File: src/rtl/control_fsm_module_pkg.sv
// Shared definitions for the multicycle control FSM: state encoding, opcodes,
// datapath select encodings and the packed control word driven each cycle.
package control_fsm_module_pkg;

  typedef enum logic [3:0] {
    S_FETCH    = 4'd0,
    S_DECODE   = 4'd1,
    S_MEMADR   = 4'd2,
    S_MEMREAD  = 4'd3,
    S_MEMWRITE = 4'd4,
    S_EXEC_R   = 4'd5,
    S_EXEC_I   = 4'd6,
    S_ALUWB    = 4'd7,
    S_BRANCH   = 4'd8,
    S_JAL      = 4'd9,
    S_JALR     = 4'd10,
    S_LINK     = 4'd11,
    S_UTYPE    = 4'd12,
    S_TRAP     = 4'd13
  } state_t;

  localparam logic [6:0] OP_LOAD   = 7'b0000011;
  localparam logic [6:0] OP_STORE  = 7'b0100011;
  localparam logic [6:0] OP_RTYPE  = 7'b0110011;
  localparam logic [6:0] OP_ITYPE  = 7'b0010011;
  localparam logic [6:0] OP_BRANCH = 7'b1100011;
  localparam logic [6:0] OP_JAL    = 7'b1101111;
  localparam logic [6:0] OP_JALR   = 7'b1100111;
  localparam logic [6:0] OP_LUI    = 7'b0110111;
  localparam logic [6:0] OP_AUIPC  = 7'b0010111;

  localparam logic [1:0] OPSEL1_RS1    = 2'b00;
  localparam logic [1:0] OPSEL1_PC     = 2'b01;
  localparam logic [1:0] OPSEL1_OLD_PC = 2'b10;
  localparam logic [1:0] OPSEL1_ZERO   = 2'b11;

  localparam logic [1:0] OPSEL2_IMM  = 2'b00;
  localparam logic [1:0] OPSEL2_FOUR = 2'b01;
  localparam logic [1:0] OPSEL2_RS2  = 2'b10;

  localparam logic [2:0] IMM_I = 3'b000;
  localparam logic [2:0] IMM_S = 3'b001;
  localparam logic [2:0] IMM_B = 3'b010;
  localparam logic [2:0] IMM_U = 3'b011;
  localparam logic [2:0] IMM_J = 3'b100;

  localparam logic [2:0] ALU_ADD = 3'b000;
  localparam logic [2:0] ALU_SUB = 3'b001;
  localparam logic [2:0] ALU_AND = 3'b010;
  localparam logic [2:0] ALU_OR  = 3'b011;
  localparam logic [2:0] ALU_XOR = 3'b100;
  localparam logic [2:0] ALU_SLT = 3'b101;
  localparam logic [2:0] ALU_SLL = 3'b110;
  localparam logic [2:0] ALU_SRL = 3'b111;

  typedef struct packed {
    logic       pc_enable;
    logic       old_pc_enable;
    logic       ir_reg_enable;
    logic       alu_reg_enable;
    logic       rf_we;
    logic       mem_enable;
    logic       mem_write_enable;
    logic       memsel_mux_select;
    logic       regfile_mux_select;
    logic       alu_reg_mux_select;
    logic [1:0] opsel1_select;
    logic [1:0] opsel2_select;
    logic [2:0] imm_src;
    logic [2:0] alu_sel;
    logic       illegal_insn;
  } ctrl_t;

  // States in which the FSM waits on mem_op_r and the timeout counter runs.
  function automatic logic is_mem_wait_state(input state_t s);
    return (s == S_FETCH) || (s == S_MEMREAD) || (s == S_MEMWRITE);
  endfunction

endpackage

File: src/rtl/control_fsm_module_alu_decoder.sv
// Maps funct3 / ir[30] to an ALU operation; flags funct3 encodings the
// datapath does not implement so the FSM can trap on them.
module alu_decoder_module
  import control_fsm_module_pkg::*;
(
  input  logic [2:0] funct3,
  input  logic       bit30,
  input  logic       is_rtype,
  output logic [2:0] alu_sel,
  output logic       invalid
);

  always_comb begin
    alu_sel = ALU_ADD;
    invalid = 1'b0;
    unique case (funct3)
      // Immediate forms have no subtract, so ir[30] only matters for R-type.
      3'b000: alu_sel = (is_rtype && bit30) ? ALU_SUB : ALU_ADD;
      3'b001: alu_sel = ALU_SLL;
      3'b010: alu_sel = ALU_SLT;
      3'b011: invalid = 1'b1;
      3'b100: alu_sel = ALU_XOR;
      3'b101: alu_sel = ALU_SRL;
      3'b110: alu_sel = ALU_OR;
      3'b111: alu_sel = ALU_AND;
      default: invalid = 1'b1;
    endcase
  end

endmodule

File: src/rtl/control_fsm_module.sv
// Multicycle RV32 subset control unit: Moore FSM with mem_op_r qualification in
// the memory-wait states, a wait timeout and a sticky illegal-instruction trap.
module control_fsm_module
  import control_fsm_module_pkg::*;
#(
  parameter int unsigned MEM_TIMEOUT = 255
) (
  input  logic        clk,
  input  logic        reset,
  input  logic [31:0] ir_reg_out,
  input  logic        zero,
  input  logic        mem_op_r,
  output logic        pc_enable,
  output logic        old_pc_enable,
  output logic        ir_reg_enable,
  output logic        alu_reg_enable,
  output logic        rf_we,
  output logic        mem_enable,
  output logic        mem_write_enable,
  output logic        memsel_mux_select,
  output logic        regfile_mux_select,
  output logic        alu_reg_mux_select,
  output logic [1:0]  opsel1_select,
  output logic [1:0]  opsel2_select,
  output logic [2:0]  imm_src,
  output logic [2:0]  alu_sel,
  output logic        illegal_insn
);

  // Memory handshake: mem_enable is held high for the whole request and the
  // memory answers with a single-cycle mem_op_r; the request completes on the
  // cycle where both are high, and the FSM advances on that clock edge.

  state_t      state;
  state_t      state_next;
  logic [7:0]  wait_cnt;
  ctrl_t       ctrl;
  ctrl_t       ctrl_out;
  logic [6:0]  opcode;
  logic [2:0]  funct3;
  logic [2:0]  dec_alu_sel;
  logic        dec_invalid;
  logic        wait_timeout;
  logic        unused_ir;

  assign opcode    = ir_reg_out[6:0];
  assign funct3    = ir_reg_out[14:12];
  assign unused_ir = ^{ir_reg_out[31], ir_reg_out[29:15], ir_reg_out[11:7]};

  alu_decoder_module u_alu_decoder (
    .funct3   (funct3),
    .bit30    (ir_reg_out[30]),
    .is_rtype (opcode == OP_RTYPE),
    .alu_sel  (dec_alu_sel),
    .invalid  (dec_invalid)
  );

  // The count after this cycle's miss would reach the limit.
  assign wait_timeout = ({1'b0, wait_cnt} + 9'd1) >= 9'(MEM_TIMEOUT);

  always_ff @(posedge clk) begin
    if (reset) begin
      state    <= S_FETCH;
      wait_cnt <= 8'd0;
    end else begin
      state <= state_next;
      if ((state_next != state) && is_mem_wait_state(state_next)) begin
        wait_cnt <= 8'd0;
      end else if (is_mem_wait_state(state) && !mem_op_r) begin
        wait_cnt <= wait_cnt + 8'd1;
      end
    end
  end

  always_comb begin
    ctrl       = '0;
    state_next = state;
    unique case (state)
      S_FETCH: begin
        ctrl.mem_enable = 1'b1;
        if (mem_op_r) begin
          ctrl.ir_reg_enable      = 1'b1;
          ctrl.old_pc_enable      = 1'b1;
          ctrl.pc_enable          = 1'b1;
          ctrl.opsel1_select      = OPSEL1_PC;
          ctrl.opsel2_select      = OPSEL2_FOUR;
          ctrl.alu_sel            = ALU_ADD;
          ctrl.alu_reg_mux_select = 1'b1;
          state_next              = S_DECODE;
        end else if (wait_timeout) begin
          state_next = S_TRAP;
        end
      end

      S_DECODE: begin
        // Speculatively form the branch/jump target from old_pc.
        ctrl.opsel1_select  = OPSEL1_OLD_PC;
        ctrl.opsel2_select  = OPSEL2_IMM;
        ctrl.alu_sel        = ALU_ADD;
        ctrl.alu_reg_enable = 1'b1;
        ctrl.imm_src        = (opcode == OP_JAL) ? IMM_J : IMM_B;
        unique case (opcode)
          OP_LOAD, OP_STORE: state_next = S_MEMADR;
          OP_RTYPE:          state_next = S_EXEC_R;
          OP_ITYPE:          state_next = S_EXEC_I;
          OP_BRANCH:         state_next = S_BRANCH;
          OP_JAL:            state_next = S_JAL;
          OP_JALR:           state_next = S_JALR;
          OP_LUI, OP_AUIPC:  state_next = S_UTYPE;
          default:           state_next = S_TRAP;
        endcase
      end

      S_MEMADR: begin
        ctrl.opsel1_select  = OPSEL1_RS1;
        ctrl.opsel2_select  = OPSEL2_IMM;
        ctrl.alu_sel        = ALU_ADD;
        ctrl.alu_reg_enable = 1'b1;
        ctrl.imm_src        = (opcode == OP_STORE) ? IMM_S : IMM_I;
        state_next          = (opcode == OP_STORE) ? S_MEMWRITE : S_MEMREAD;
      end

      S_MEMREAD: begin
        ctrl.mem_enable        = 1'b1;
        ctrl.memsel_mux_select = 1'b1;
        if (mem_op_r) begin
          ctrl.rf_we = 1'b1;
          state_next = S_FETCH;
        end else if (wait_timeout) begin
          state_next = S_TRAP;
        end
      end

      S_MEMWRITE: begin
        ctrl.mem_enable        = 1'b1;
        ctrl.mem_write_enable  = 1'b1;
        ctrl.memsel_mux_select = 1'b1;
        if (mem_op_r) begin
          state_next = S_FETCH;
        end else if (wait_timeout) begin
          state_next = S_TRAP;
        end
      end

      S_EXEC_R, S_EXEC_I: begin
        if (dec_invalid) begin
          state_next = S_TRAP;
        end else begin
          ctrl.opsel1_select  = OPSEL1_RS1;
          ctrl.opsel2_select  = (state == S_EXEC_R) ? OPSEL2_RS2 : OPSEL2_IMM;
          ctrl.imm_src        = IMM_I;
          ctrl.alu_sel        = dec_alu_sel;
          ctrl.alu_reg_enable = 1'b1;
          state_next          = S_ALUWB;
        end
      end

      S_ALUWB: begin
        ctrl.rf_we              = 1'b1;
        ctrl.regfile_mux_select = 1'b1;
        state_next              = S_FETCH;
      end

      S_BRANCH: begin
        // alu_reg still holds the target computed in DECODE.
        ctrl.opsel1_select = OPSEL1_RS1;
        ctrl.opsel2_select = OPSEL2_RS2;
        ctrl.alu_sel       = ALU_SUB;
        if (funct3 == 3'b000 || funct3 == 3'b001) begin
          ctrl.pc_enable = (funct3 == 3'b000) ? zero : !zero;
          state_next     = S_FETCH;
        end else begin
          state_next = S_TRAP;
        end
      end

      S_JAL: begin
        ctrl.pc_enable      = 1'b1;
        ctrl.opsel1_select  = OPSEL1_OLD_PC;
        ctrl.opsel2_select  = OPSEL2_FOUR;
        ctrl.alu_sel        = ALU_ADD;
        ctrl.alu_reg_enable = 1'b1;
        state_next          = S_ALUWB;
      end

      S_JALR: begin
        ctrl.opsel1_select      = OPSEL1_RS1;
        ctrl.opsel2_select      = OPSEL2_IMM;
        ctrl.imm_src            = IMM_I;
        ctrl.alu_sel            = ALU_ADD;
        ctrl.alu_reg_mux_select = 1'b1;
        ctrl.pc_enable          = 1'b1;
        state_next              = S_LINK;
      end

      S_LINK: begin
        ctrl.opsel1_select  = OPSEL1_OLD_PC;
        ctrl.opsel2_select  = OPSEL2_FOUR;
        ctrl.alu_sel        = ALU_ADD;
        ctrl.alu_reg_enable = 1'b1;
        state_next          = S_ALUWB;
      end

      S_UTYPE: begin
        ctrl.opsel1_select  = (opcode == OP_LUI) ? OPSEL1_ZERO : OPSEL1_OLD_PC;
        ctrl.opsel2_select  = OPSEL2_IMM;
        ctrl.imm_src        = IMM_U;
        ctrl.alu_sel        = ALU_ADD;
        ctrl.alu_reg_enable = 1'b1;
        state_next          = S_ALUWB;
      end

      S_TRAP: begin
        ctrl.illegal_insn = 1'b1;
        state_next        = S_TRAP;
      end

      default: state_next = S_TRAP;
    endcase
  end

  assign ctrl_out = reset ? '0 : ctrl;

  assign pc_enable          = ctrl_out.pc_enable;
  assign old_pc_enable      = ctrl_out.old_pc_enable;
  assign ir_reg_enable      = ctrl_out.ir_reg_enable;
  assign alu_reg_enable     = ctrl_out.alu_reg_enable;
  assign rf_we              = ctrl_out.rf_we;
  assign mem_enable         = ctrl_out.mem_enable;
  assign mem_write_enable   = ctrl_out.mem_write_enable;
  assign memsel_mux_select  = ctrl_out.memsel_mux_select;
  assign regfile_mux_select = ctrl_out.regfile_mux_select;
  assign alu_reg_mux_select = ctrl_out.alu_reg_mux_select;
  assign opsel1_select      = ctrl_out.opsel1_select;
  assign opsel2_select      = ctrl_out.opsel2_select;
  assign imm_src            = ctrl_out.imm_src;
  assign alu_sel            = ctrl_out.alu_sel;
  assign illegal_insn       = ctrl_out.illegal_insn;

endmodule

File: config.mk
export PLATFORM = sky130hd
export DESIGN_NAME = control_fsm_module
export DESIGN_NICKNAME = d
export VERILOG_FILES = /design/src/rtl/control_fsm_module_pkg.sv /design/src/rtl/control_fsm_module_alu_decoder.sv /design/src/rtl/control_fsm_module.sv
export SDC_FILE = /design/constraint.sdc
export NUM_CORES = 1
export LEC_CHECK = 0
export CORE_AREA = 10 10 68 70
export CTS_CLUSTER_SIZE = 30
export DETAILED_ROUTE_END_ITERATION = 6
export DIE_AREA = 0 0 78 80
export PLACE_DENSITY = 0.85
export SKIP_CTS_REPAIR_TIMING = 1
export SYNTH_ARGS = -nofsm -noshare
export SYNTH_HDL_FRONTEND = slang
export SYNTH_SLANG_ARGS = --single-unit
File: constraint.sdc
create_clock -name clk -period 3.6 [get_ports clk]
set_input_delay 0.54 -clock clk [delete_from_list [all_inputs] [get_ports clk]]
set_output_delay 0.54 -clock clk [all_outputs]
set_load 0.02 [all_outputs]
==> impl_metrics.json <==
{
  "status": "finished clean",
  "die_h_um": 80,
  "diodes": 0,
  "seq_area_frac_synth_pct": 15.2,
  "worstSkewPairLatency_ns": 0.29,
  "hold_ws_ns": 0.680,
  "antenna_found_initial": 0,
  "crit_required_ns": 3.06,
  "fmax_mhz": 314,
  "die_area_sq_um": 6240,
  "arrival_ns": 2.64,
  "cpMostUsedCell": "clkdlybuf4s50_1",
  "maxCapViolCount": 0,
  "first_global_vias": 1698,
  "cts_num_sinks": 12,
  "cts-buffers-inserted": 3,
  "finalClockSkew_ns": 0.00669,
  "synthCells": 214,
  "syn_avg_cell_area_sq_um": 7.38,
  "yosys_warnings": 0,
  "rsz0062_at_grt": "no",
  "first_pass_iters": 4,
  "syn-num-nets": 252,
  "r2r-end": "wait_cnt[7]$_SDFFE_PP0P_",
  "ys_seq_elements": 12,
  "startpoint_type": "primary input",
  "via_per_inst": 6.01,
  "r2r_cells": 7,
  "grt_pass1_wl_um": 7930,
  "wl_per_cell_um": 15.3,
  "clk_pin_slew_ns": 0.07,
  "crit_path_max_incr_delay_ns": 0.63,
  "synthDistinctLibCells": 61,
  "synthTopCellsByCount": "23 x nor2_1, 19 x nand2_1, 16 x a21oi_1, 12 x dfxtp_1",
  "drv_slew": 0,
  "synthTopCellsByArea": "dfxtp_1 15%, nor2_1 5.5%, a21oi_1 5.1%",
  "areaGrowthSynthToFinish_pct": 24.4,
  "tns_ns": 0,
  "rrSetupSlack_ns": 0.72,
  "total_power_mw": 1.28,
  "rows": 21,
  "yosysMostFrequentCell": "nor2_1",
  "crit_chain": "clkdlybuf4s50_1 > and3b_1 > nor3b_1 > mux2i_1 > nor3_1 > clkdlybuf4s50_1",
  "peakVddDrop_uv": 343,
  "worstHoldStart": "wait_cnt[5]$_SDFFE_PP0P_",
  "final_net_count": 281,
  "worstSetupPathType": "primary input to output pin",
  "p_leak_nw": 0.675,
  "slew_headroom_pct": 54.1,
  "wirelength_um": 4420,
  "critical_path_peak_fanout": 8,
  "hold_viol_final": 0,
  "r2r_start": "state[0]$_SDFF_PP0_",
  "synth_edf_count": 0,
  "setup_viol": 0,
  "final_cell_area_sq_um": 1960,
  "grt_usage_pct": 14.8,
  "grt_max_degree": 22,
  "worst_pin_slew_ns": 0.687,
  "synthFlopType": "dfxtp_1",
  "fin_crit_sh_pct": 88.3,
  "dp_slack_ns": 0.457,
  "vias": 1730,
  "clockBufferDepth": 2,
  "hold_class": "register to register",
  "synth_top_area_share_pct": 15.2,
  "io_buffers": 35,
  "ios": 57,
  "end_kind": "output pin",
  "slowest_stage": "clkdlybuf4s50_1",
  "drcViolationCount": 0,
  "initial_core_util_pct": 48.1,
  "core_area_sq_um": 3280,
  "min_period_ns": 3.18,
  "hold_depth": 2,
  "die_w_um": 78,
  "grt-ovfl-total": 0,
  "async_flop_share_pct": 0,
  "fin_ws_ns": 0.420,
  "syn_area_sq_um": 1580,
  "placed_area_sq_um": 1930,
  "root_buffer": "clkbuf_4",
  "drt_first_iter_violations": 180,
  "yosysTopAreaCell": "dfxtp_1",
  "htreeDepth": 1,
  "drive_gt1_share_pct": 9.92,
  "cts_tree": "done",
  "globalplace.congestion": 0.914,
  "worstHoldEndpoint": "wait_cnt[5]$_SDFFE_PP0P_",
  "hpwl_um": 3410,
  "ant_nets": 0,
  "power_density_nw_per_um2": 649
}
sequential cells by signal, summed over array words and instances, names as in the netlist:
| register | cells |
|---|---|
| wait_cnt | 8 |
| state | 4 |
routing by layer:
layer | GRT usage [%] | routed length (um) | share of wire (%) | vias to the layer above
li1 | - | - | - | 857
met1 | 18.2 | 1870 | 42 | 804
met2 | 24.5 | 2130 | 48 | 60
met3 | 3.72 | 347 | 7.9 | 9
met4 | 5.20 | 74 | 1.7 | 0
met5 | 0 | 0 | 0 | -
cell type report:
class / instances / area (sq um)
repair buffers: 41 / 395
fillers: 319 / 1320
well taps: 46 / 57.6
multi-input cells: 180 / 1220
inverters: 5 / 18.8
clock buffers: 4 / 36.3
flip-flops and latches: 12 / 240
worst max path at each step:
stage,start,endpoint,slack (ns),cells after the start
floorplan,ir_reg_out[13],opsel2_select[1],1.18,5
global placement,ir_reg_out[0],alu_sel[0],0.47,8
detailed placement,ir_reg_out[14],opsel2_select[1],0.46,6
CTS,ir_reg_out[14],opsel2_select[1],0.45,6
global route,ir_reg_out[14],opsel2_select[1],0.28,6
finish,ir_reg_out[14],opsel2_select[1],0.42,6
critical path: cells and delay by family:
kind / cells / cell delay [ns]
buffers and inverters: 2 / 1.23
and+or+nand+nor: 3 / 0.73
muxes: 1 / 0.13
metrics by stage:
| stage | std cells | util (%) |
|---|---|---|
| final | 288 | 59.8 |
| after global routing | 288 | 59.8 |
| after CTS | 288 | 59.8 |
| after detailed placement | 284 | 58.7 |
| after global placement | 284 | 58.7 |
| after floorplan | 214 | - |
where the power goes:
group / switching (mW) / internal [mW] / total [mW]
logic: 0.537 / 0.378 / 0.915
registers: 0.0871 / 0.162 / 0.249
clock network: 0.0498 / 0.0617 / 0.111
total: 0.674 / 0.602 / 1.28
logic make-up (layout without fill, tap and decap cells):
logic type	count (synthesis)	in the layout	share of synthesized area [%]
AO/OA/AOI/OAI	59	59	30.4
XOR/XNOR	11	11	6.10
adder cells (fa/ha/maj)	2	2	1.58
buffers and inverters	22	50	7.77
flip-flops	12	12	15.2
multiplexers	2	2	1.27
AND/OR/NAND/NOR	106	106	37.6
layout by cell type, fill, tap and decap left out, types with 2 or more instances in the layout:
cell type,instances
nor2b_1,2
nand4_1,3
o32ai_1,2
o21a_1,2
nor2_1,23
o41ai_1,5
nor3b_1,3
xnor2_1,2
nand3b_1,3
or3_1,8
o22ai_1,2
nand3_1,11
o21ai_0,8
ha_1,2
inv_1,5
nor4_1,3
clkbuf_4,3
nand2_1,19
a211oi_4,2
dfxtp_1,12
buf_4,6
nand2b_1,5
xor2_1,9
clkdlybuf4s50_1,35
nor3_1,11
a211oi_1,4
a211o_1,3
a21oi_1,16
mux2i_1,2
No activity file was read; power rests on OpenSTA's default activity.
